===== src/rtl/pixel_port_arbiter_if.sv =====
// Bundle of the channel-side and pixel-source-side signals of pixel_port_arbiter.
//   slave  : arbiter view (requests and pixel responses in; grants, responses and status out)
//   master : requester/source view (the opposite directions)
//   ch_req/ch_addr/ch_grant/ch_valid/ch_err/ch_data : per-channel request/response bus
//   addr_pixel/request_pixel/pixel/pixel_avail      : shared external pixel interface
//   outstanding/spurious                            : status
interface pixel_port_arbiter_if #(
  parameter int unsigned NUM_CH    = 4,
  parameter int unsigned ADDR_W    = 32,
  parameter int unsigned DATA_W    = 32,
  parameter int unsigned MAX_OUTST = 4
);
  localparam int unsigned CNT_W = $clog2(MAX_OUTST) + 1;

  logic [NUM_CH-1:0]        ch_req;
  logic [NUM_CH*ADDR_W-1:0] ch_addr;
  logic [NUM_CH-1:0]        ch_grant;
  logic [NUM_CH-1:0]        ch_valid;
  logic [NUM_CH-1:0]        ch_err;
  logic [DATA_W-1:0]        ch_data;
  logic [ADDR_W-1:0]        addr_pixel;
  logic                     request_pixel;
  logic [DATA_W-1:0]        pixel;
  logic                     pixel_avail;
  logic [CNT_W-1:0]         outstanding;
  logic                     spurious;

  modport slave (
    input  ch_req, ch_addr, pixel, pixel_avail,
    output ch_grant, ch_valid, ch_err, ch_data, addr_pixel, request_pixel,
           outstanding, spurious
  );

  modport master (
    output ch_req, ch_addr, pixel, pixel_avail,
    input  ch_grant, ch_valid, ch_err, ch_data, addr_pixel, request_pixel,
           outstanding, spurious
  );
endinterface


===== src/rtl/pixel_port_arbiter.sv =====
// Shares one external pixel port among NUM_CH requesters. Fixed-priority or
// round-robin arbitration, up to MAX_OUTST in-order outstanding requests tracked
// in a tag FIFO, and a response timeout that retires a lost head request.
//   clk_i : clock
//   res_i : asynchronous active-high reset
//   bus   : pixel_port_arbiter_if.slave (channel requests/responses, pixel port, status)
module pixel_port_arbiter #(
  parameter int unsigned NUM_CH    = 4,
  parameter int unsigned ADDR_W    = 32,
  parameter int unsigned DATA_W    = 32,
  parameter int unsigned MAX_OUTST = 4,
  parameter int unsigned ARB_MODE  = 0,
  parameter int unsigned TIMEOUT   = 1023
) (
  input  logic                 clk_i,
  input  logic                 res_i,
  pixel_port_arbiter_if.slave  bus
);

  localparam int unsigned CH_W  = $clog2(NUM_CH);
  localparam int unsigned PTR_W = (MAX_OUTST > 1) ? $clog2(MAX_OUTST) : 1;
  localparam int unsigned CNT_W = $clog2(MAX_OUTST) + 1;
  localparam int unsigned TO_W  = (TIMEOUT > 0) ? $clog2(TIMEOUT + 1) : 1;

  logic [CH_W-1:0]   tag_q [MAX_OUTST];
  logic [PTR_W-1:0]  wr_ptr_q, wr_ptr_d, rd_ptr_q, rd_ptr_d;
  logic [CNT_W-1:0]  cnt_q, cnt_d;
  logic [CH_W-1:0]   rr_ptr_q, rr_ptr_d;
  logic [TO_W-1:0]   to_cnt_q, to_cnt_d;
  logic [NUM_CH-1:0] grant_q, grant_d, valid_q, valid_d, err_q, err_d;
  logic [DATA_W-1:0] data_q, data_d;
  logic [ADDR_W-1:0] addr_q, addr_d;
  logic              req_q, req_d, spur_q, spur_d;

  logic [NUM_CH-1:0] eligible;
  logic [CH_W-1:0]   win, idx, head;
  logic              found, issue, pop_ok, to_fire, pop;

  function automatic logic [PTR_W-1:0] ptr_inc(input logic [PTR_W-1:0] p);
    return (p == PTR_W'(MAX_OUTST - 1)) ? '0 : p + PTR_W'(1);
  endfunction

  // Arbitration, FIFO bookkeeping, timeout and next output values
  always_comb begin
    eligible = bus.ch_req & ~grant_q;   // channel granted last edge sits out one cycle
    found    = 1'b0;
    win      = '0;
    idx      = '0;
    for (int unsigned k = 0; k < NUM_CH; k++) begin
      idx = (ARB_MODE == 1) ? CH_W'((32'(rr_ptr_q) + k) % NUM_CH) : CH_W'(k);
      if (!found && eligible[idx]) begin
        found = 1'b1;
        win   = idx;
      end
    end

    // Full FIFO blocks issue even if a pop happens in the same cycle
    issue   = found && (cnt_q < CNT_W'(MAX_OUTST));
    head    = tag_q[rd_ptr_q];
    pop_ok  = bus.pixel_avail && (cnt_q != '0);
    // A real response in the timeout cycle takes precedence over the error
    to_fire = (TIMEOUT != 0) && (cnt_q != '0) && !bus.pixel_avail &&
              (to_cnt_q == TO_W'(TIMEOUT));
    pop     = pop_ok || to_fire;

    grant_d  = '0;
    valid_d  = '0;
    err_d    = '0;
    req_d    = 1'b0;
    addr_d   = addr_q;
    data_d   = data_q;
    rr_ptr_d = rr_ptr_q;
    spur_d   = spur_q | (bus.pixel_avail && (cnt_q == '0));
    wr_ptr_d = issue ? ptr_inc(wr_ptr_q) : wr_ptr_q;
    rd_ptr_d = pop ? ptr_inc(rd_ptr_q) : rd_ptr_q;
    cnt_d    = cnt_q + CNT_W'(issue) - CNT_W'(pop);

    if (issue) begin
      req_d   = 1'b1;
      addr_d  = bus.ch_addr[32'(win) * ADDR_W +: ADDR_W];
      grant_d = NUM_CH'(1) << win;
      if (ARB_MODE == 1) begin
        rr_ptr_d = (win == CH_W'(NUM_CH - 1)) ? '0 : win + CH_W'(1);
      end
    end

    if (pop_ok) begin
      valid_d = NUM_CH'(1) << head;
      data_d  = bus.pixel;
    end else if (to_fire) begin
      err_d  = NUM_CH'(1) << head;
      data_d = '0;
    end

    // Saturating wait counter, only live while something is outstanding
    if ((TIMEOUT == 0) || bus.pixel_avail || (cnt_q == '0) || to_fire) begin
      to_cnt_d = '0;
    end else if (to_cnt_q < TO_W'(TIMEOUT)) begin
      to_cnt_d = to_cnt_q + TO_W'(1);
    end else begin
      to_cnt_d = to_cnt_q;
    end
  end

  // State and registered outputs
  always_ff @(posedge clk_i or posedge res_i) begin
    if (res_i) begin
      for (int unsigned i = 0; i < MAX_OUTST; i++) tag_q[i] <= '0;
      wr_ptr_q <= '0;
      rd_ptr_q <= '0;
      cnt_q    <= '0;
      rr_ptr_q <= '0;
      to_cnt_q <= '0;
      grant_q  <= '0;
      valid_q  <= '0;
      err_q    <= '0;
      data_q   <= '0;
      addr_q   <= '0;
      req_q    <= 1'b0;
      spur_q   <= 1'b0;
    end else begin
      if (issue) tag_q[wr_ptr_q] <= win;
      wr_ptr_q <= wr_ptr_d;
      rd_ptr_q <= rd_ptr_d;
      cnt_q    <= cnt_d;
      rr_ptr_q <= rr_ptr_d;
      to_cnt_q <= to_cnt_d;
      grant_q  <= grant_d;
      valid_q  <= valid_d;
      err_q    <= err_d;
      data_q   <= data_d;
      addr_q   <= addr_d;
      req_q    <= req_d;
      spur_q   <= spur_d;
    end
  end

  assign bus.ch_grant      = grant_q;
  assign bus.ch_valid      = valid_q;
  assign bus.ch_err        = err_q;
  assign bus.ch_data       = data_q;
  assign bus.addr_pixel    = addr_q;
  assign bus.request_pixel = req_q;
  assign bus.outstanding   = cnt_q;
  assign bus.spurious      = spur_q;

endmodule


===== src/flat_wrapper.sv =====
// flat-port wrapper written by rule: the top's interface ports become plain ports
module pixel_port_arbiter_flat 
#(
  parameter int unsigned NUM_CH    = 4,
  parameter int unsigned ADDR_W    = 32,
  parameter int unsigned DATA_W    = 32,
  parameter int unsigned MAX_OUTST = 4,
  parameter int unsigned ARB_MODE  = 0,
  parameter int unsigned TIMEOUT   = 1023
)
  (clk_i, res_i, bus_ch_req, bus_ch_addr, bus_pixel, bus_pixel_avail, bus_ch_grant, bus_ch_valid, bus_ch_err, bus_ch_data, bus_addr_pixel, bus_request_pixel, bus_outstanding, bus_spurious);
  pixel_port_arbiter_if #(.NUM_CH(NUM_CH), .ADDR_W(ADDR_W), .DATA_W(DATA_W), .MAX_OUTST(MAX_OUTST)) bus_i ();
  input  logic clk_i;
  input  logic res_i;
  input wire logic [$bits(bus_i.ch_req)-1:0] bus_ch_req;
  input wire logic [$bits(bus_i.ch_addr)-1:0] bus_ch_addr;
  input wire logic [$bits(bus_i.pixel)-1:0] bus_pixel;
  input wire logic [$bits(bus_i.pixel_avail)-1:0] bus_pixel_avail;
  output wire logic [$bits(bus_i.ch_grant)-1:0] bus_ch_grant;
  output wire logic [$bits(bus_i.ch_valid)-1:0] bus_ch_valid;
  output wire logic [$bits(bus_i.ch_err)-1:0] bus_ch_err;
  output wire logic [$bits(bus_i.ch_data)-1:0] bus_ch_data;
  output wire logic [$bits(bus_i.addr_pixel)-1:0] bus_addr_pixel;
  output wire logic [$bits(bus_i.request_pixel)-1:0] bus_request_pixel;
  output wire logic [$bits(bus_i.outstanding)-1:0] bus_outstanding;
  output wire logic [$bits(bus_i.spurious)-1:0] bus_spurious;
  assign bus_i.ch_req = bus_ch_req;
  assign bus_i.ch_addr = bus_ch_addr;
  assign bus_i.pixel = bus_pixel;
  assign bus_i.pixel_avail = bus_pixel_avail;
  assign bus_ch_grant = bus_i.ch_grant;
  assign bus_ch_valid = bus_i.ch_valid;
  assign bus_ch_err = bus_i.ch_err;
  assign bus_ch_data = bus_i.ch_data;
  assign bus_addr_pixel = bus_i.addr_pixel;
  assign bus_request_pixel = bus_i.request_pixel;
  assign bus_outstanding = bus_i.outstanding;
  assign bus_spurious = bus_i.spurious;
  pixel_port_arbiter #(.NUM_CH(NUM_CH), .ADDR_W(ADDR_W), .DATA_W(DATA_W), .MAX_OUTST(MAX_OUTST), .ARB_MODE(ARB_MODE), .TIMEOUT(TIMEOUT)) u_core (.clk_i(clk_i), .res_i(res_i), .bus(bus_i));
endmodule

===== config.mk =====
export PLATFORM = sky130hd
export DESIGN_NAME = pixel_port_arbiter_flat
export DESIGN_NICKNAME = d
export VERILOG_FILES = /design/src/rtl/pixel_port_arbiter_if.sv /design/src/rtl/pixel_port_arbiter.sv /design/src/flat_wrapper.sv
export SDC_FILE = /design/constraint.sdc
export NUM_CORES = 1
export LEC_CHECK = 0
export ABC_AREA = 1
export CORE_UTILIZATION = 43
export CTS_CLUSTER_DIAMETER = 60
export DETAILED_ROUTE_END_ITERATION = 10
export PLACE_DENSITY_LB_ADDON = 0.08
export SYNTH_ARGS = -nofsm -noshare
export SYNTH_HDL_FRONTEND = slang
export SYNTH_SLANG_ARGS = --single-unit
export TNS_END_PERCENT = 30

===== constraint.sdc =====
create_clock -name clk_i -period 4.15 [get_ports clk_i]
set_input_delay 0.6225 -clock clk_i [delete_from_list [all_inputs] [get_ports clk_i]]
set_output_delay 0.6225 -clock clk_i [all_outputs]
set_load 0.03 [all_outputs]

Yosys cells after proc, flatten, opt, wreduce, memory -nomap -nowiden
Cells that the tools add are included.
Storage, ports and cells
  bits in latches: 0
  memories: 0
  input bits: 167
  output and inout bits: 81
  RAM bits: 0
  register bits: 103
  memory bits (read-only): 0
  logic and storage cells: 80
Operators by class
  bitwise operators: 5
  eq/ne operators: 3
  add/subtract/negate cells: 5
  $lt $le $gt $ge: 5
  mux-type cells: 24
  multipliers: 0
  reductions and logical operators: 20
  divide/modulo/power cells: 0
  shifts and indexed selects: 3
Operators by type and width (count)
  $shiftx 128x8->32: 1
  $mux 32: 2
  $mux 10: 2
  $mux 4: 4
  $mux 2: 7
  $add 10x1->10 const B: 1
  $eq 10x10->1 const B: 1
  $lt 10x10->1 const B: 1
  $logic_and 1x1->1: 9
  $bwmux 8: 1
  $shl 1x2->4 const A: 2
  $ge 3x3->1 const B: 2
  $mux 1: 6
  $not 2->3: 2
  $add 2x1->2 const B: 2
  $and 4x4->4: 1
  $bmux 2 s2: 1
  $demux 2 s2: 1
  $eq 2x2->1 const B: 2
  $logic_not 1->1: 4
  $not 4->4: 1
  $reduce_bool 2->1: 2
  $add 3x1->3: 1
  $logic_not 3->1: 1
  6 further kinds: 8

Depth between registers and ports, before layout
  word-level depth: 15
  depth in mapped cells: 13
  mapped depth without buffers: 13

Worst setup path before layout
OpenSTA, ideal clock, no wires.
  kind: register to register
  from: register u_core.cnt_q[2], in the netlist u_core.bus.outstanding[2]
  to: register u_core.cnt_q[2], in the netlist u_core.bus.outstanding[2]
  required time: 4.021 ns
  setup slack: 1.671 ns
  library setup time: 0.129 ns
  cell stages (with the launch flop): 12
  data arrival time: 2.350 ns
  buffers on the path: 1
  clock period less this slack: 2.479 ns
  cell sequence: dfrtp_1 -> buf_6 -> nor3_4 -> nor2_2 -> nand3_1 -> nand2_1 -> ha_1 -> inv_1 -> ha_1 -> fa_1 -> xnor2_1 -> xor2_1
On the way
  cells in the longest elaborated chain, start to end: 5
  elaborated cells between the ends (all ways): 9
  classes of those cells: add/sub (2); order compare (1); reduce/logical (6)
Ends and longest elaborated chain
  from (decl): RTL line pixel_port_arbiter.sv:27  | logic [CNT_W-1:0] cnt_q, cnt_d;
  from (signal assigned): RTL line pixel_port_arbiter.sv:125  | cnt_q <= cnt_d;
  branches (longest 4 deep; another with $lt 3x3->1)
  $sub 3x1->3 (*): RTL line pixel_port_arbiter.sv:76  | cnt_d = cnt_q + CNT_W'(issue) - CNT_W'(pop);
  named net u_core.cnt_d[2]: RTL line pixel_port_arbiter.sv:27
Mark *: on every way through the listed nets, which the timed path passes.
A chain may end at the register's enable or synchronous reset.

Worst setup path after layout
  from: input port bus_ch_req[1]
  to: register u_core.tag_q[7] in the netlist's numbering
On the way
  cells in the longest elaborated chain, start to end: 10
  elaborated cells between the ends (all ways): 13
  classes of those cells: mux (6); bitwise (1); reduce/logical (6)
Ends and longest elaborated chain
  from (decl): RTL line flat_wrapper.sv:15  | input wire logic [$bits(bus_i.ch_req)-1:0] bus_ch_req;
  $and 4x4->4 (*): RTL line pixel_port_arbiter.sv:45  | eligible = bus.ch_req & ~grant_q;
  $logic_and 1x1->1 (*): RTL line pixel_port_arbiter.sv:51  | if (!found && eligible[idx]) begin
  $mux 1 (*): RTL line pixel_port_arbiter.sv:51
  $logic_not 1->1: RTL line pixel_port_arbiter.sv:51
  $logic_and 1x1->1: RTL line pixel_port_arbiter.sv:51
  $mux 1: RTL line pixel_port_arbiter.sv:51
  $logic_not 1->1: RTL line pixel_port_arbiter.sv:51
  $logic_and 1x1->1: RTL line pixel_port_arbiter.sv:51
  $mux 2 or $mux 1 (tied branches): RTL line pixel_port_arbiter.sv:51
  $bwmux 8 or $logic_and 1x1->1 (tied branches): RTL line pixel_port_arbiter.sv:122, pixel_port_arbiter.sv:58
  to (signal, indexed assignment): RTL line pixel_port_arbiter.sv:122  | if (issue) tag_q[wr_ptr_q] <= win;
  to (decl): RTL line pixel_port_arbiter.sv:25  | logic [CH_W-1:0] tag_q [MAX_OUTST];
Mark *: on every way between the ends. The rest lies on a longest branch, timed or not.

==> impl_metrics.toml <==
[critical_path]
cp_cell_sequence = "clkdlybuf4s50_1 -> nand2_2 -> buf_4 -> nand2_1 -> a21oi_4 -> inv_1 -> o21ai_1"
required_ns = 4.42
r2r-start = "u_core.bus.outstanding[2]"
critPathKind = "input port to flop"
path_max_fanout = 37
reg2reg_setup_slack_ns = 1.53
crit_slowest_cell = "a21oi_4"
r2r_end = "u_core.bus.outstanding[2]"
crit_path_max_incr_delay_ns = 0.79
arrival_ns = 2.90
endpoint_kind = "flop"
reg2regPathDepth = 10
crit_path_start_kind = "input port"

[synthesis]
synth_edf_count = 0
syn-num-nets = 956
seq_area_frac_synth_pct = 45.06
synthArstFlopShare_pct = 100.0
netlist_area_um2 = 5720
syn_area_per_cell_um2 = 7.334
yosysWarnings = 0
ys.flop_type = "dfrtp_1"
ys_seq_elements = 103
ys_types = 34
synthCells = 780

[detailed_routing]
drt_wl_total_mm = 16.67
drt-initial-drc-count = 384
ant_nets = 0
vias = 5703
post-route-drc-count = 0
wl_per_cell_um = 14.07
via_per_inst = 4.813
first_pass_iters = 5

[clock_tree]
post_cts_buffers = 0
cts_buffers = 9
clk_latency_ns = 0.35
htreeDepth = 3
cts_hold_buf = 0
clockBufferDepth = 2
cts_sinks = 103
cts-root-buf = "clkbuf_16"
clk_pin_slew_ns = 0.07
cts_resized = 0
cts_tree = "built"

[hold_path]
hold_class = "flop to flop"
worstHoldStart = "u_core.bus.spurious"
hold-path-endpoint = "u_core.bus.spurious"
holdPathStages = 1

[global_route]
antenna_found_initial = 0
grt.overflow.total = 0
grt_usage_pct = 25.20
grt_pass1_vias = 5675
grt_max_degree = 64
grt_pass1_wl_mm = 27.87

[power_and_ir_drop]
irDropWorstVdd_mv = 0.2776
leakagePower_nw = 4.106
powerDensity_nw_per_um2 = 607.7

[sta]
hold_slack_ns = 0.4688
hold_viol = 0
finalCritPeriodShare_pct = 63.57
fin_skew_ns = 0.01270
min_period_ns = 2.638
setup_ws_ns = 1.512
max_freq_mhz = 379.0
setup_violations = 0
fin_setup_tns_ns = 0
slew_viol_final = 0
worst_pin_slew_ns = 1.092
maxSlewHeadroom_pct = 27.11
rsz0062_at_grt = "no"

[die]
die_w_um = 117.3
coreArea_um2 = 12770
start_util_pct = 44.78
ios = 248
die_area_um2 = 13770
rows = 41
die_h_um = 117.3

[final_layout]
fin_nets = 1184
layout_commonest_cell = "clkdlybuf4s50_1"
drive_above_1_share_pct = 7.404
diodes = 0
final_cell_mix = "clkdlybuf4s50_1 (247), nor2_1 (183), nand2_1 (172), dfrtp_1 (103), inv_1 (88)"
syn_to_final_growth_pct = 49.87

[place]
io_buffers = 247
dp_slack_ns = 1.166
dp_hpwl_mm = 11.79
gp_congestion = 0.8499

[run_status]
outcome = "completed"

[flow_run]
maxCapViolCount = 0
-- report_power, final --
part | internal, mW | total, mW | switching (mW)
clock | 0.433 | 0.859 | 0.427
sequential | 1.37 | 1.63 | 0.256
combinational | 1.09 | 2.72 | 1.64
-- state kept, by name, indices dropped and copies added (netlist names) --
name,count
u_core.bus.addr_pixel,32
u_core.bus.ch_data,32
u_core.to_cnt_q,10
u_core.tag_q,8
u_core.bus.ch_err,4
u_core.bus.ch_grant,4
u_core.bus.ch_valid,4
u_core.bus.outstanding,3
u_core.rd_ptr_q,2
u_core.wr_ptr_q,2
u_core.bus.request_pixel,1
u_core.bus.spurious,1
-- cells by family (layout without fill, tap and decap cells) --
kind of cell | Yosys count | count (layout) | synth area share [%]
compound gates | 48 | 48 | 4.375
fa+ha+maj | 9 | 9 | 2.100
flops | 103 | 103 | 45.06
buf+inv | 131 | 364 | 10.21
simple gates | 485 | 485 | 37.64
xor+xnor | 4 | 4 | 0.6125
-- per-stage QoR --
| stage | utilization, % | instances | total power, mW | cell area, um2 |
|---|---|---|---|---|
| detailed placement | 64.68 | 1169 | 4.378 | 8262 |
| CTS | 67.12 | 1185 | 5.254 | 8573 |
| finish | 67.12 | 1185 | 5.210 | 8573 |
| global placement | 64.68 | 1169 | 4.335 | 8262 |
| global route | 67.12 | 1185 | 5.565 | 8573 |
| floorplan | - | 780 | 3.321 | 5720 |
-- critical path, delay by kind of cell --
| kind | cells | cell delay (ns) |
|---|---|---|
| buf+inv | 3 | 1.01 |
| compound gates | 2 | 0.99 |
| simple gates | 2 | 0.25 |
-- per-layer routing --
layer / global-route usage [%] / vias to the layer above / part of all wire (%)
met3: 5.156 / 21 / 7.2
li1: - / 2869 / -
met4: 7.549 / 0 / 1.8
met2: 43.57 / 224 / 48
met1: 31.57 / 2589 / 43
met5: 0 / - / 0
-- area by class of cell --
cell class / instances / area, um2
tap: 172 / 215.2
clock buffer: 9 / 225.2
inverter: 93 / 352.8
sequential: 103 / 2577
timing repair buffer: 255 / 2545
multi-input combinational: 546 / 2571
clock inverter: 7 / 86.33
fill: 1116 / 4200
-- synth_stat cells (3+ instances only) --
master / n / area (um2)
buf_4: 3 / 22.52
buf_2: 19 / 95.09
nand2_2: 33 / 206.5
buf_12: 3 / 60.06
nand3_1: 41 / 205.2
inv_1: 89 / 334.1
xnor2_1: 3 / 26.28
nor3b_1: 4 / 30.03
buf_1: 4 / 15.01
clkbuf_1: 8 / 30.03
o21ai_1: 8 / 40.04
nand2_1: 172 / 645.6
nand4_1: 35 / 219.0
nor2_2: 4 / 25.02
a21oi_1: 35 / 175.2
ha_1: 8 / 100.1
inv_2: 3 / 11.26
nor3_1: 4 / 20.02
nor2_1: 183 / 686.9
dfrtp_1: 103 / 2577
-- how the worst max path moves through the flow --
stage	startpoint	to	slack (ns)	cells past startpoint
2_1_floorplan	res_i	u_core.bus.addr_pixel[0]	0.82	1
3_3_place_gp	bus_ch_req[1]	u_core.tag_q[5]	1.23	7
3_5_place_dp	bus_ch_req[1]	u_core.tag_q[3]	1.17	7
4_1_cts	u_core.bus.outstanding[2]	u_core.bus.outstanding[2]	1.50	10
5_1_grt	u_core.to_cnt_q[0]	u_core.bus.outstanding[2]	1.33	13
6_report	bus_ch_req[1]	u_core.tag_q[7]	1.51	7
Note: power is estimated with default switching activity, not from simulation.
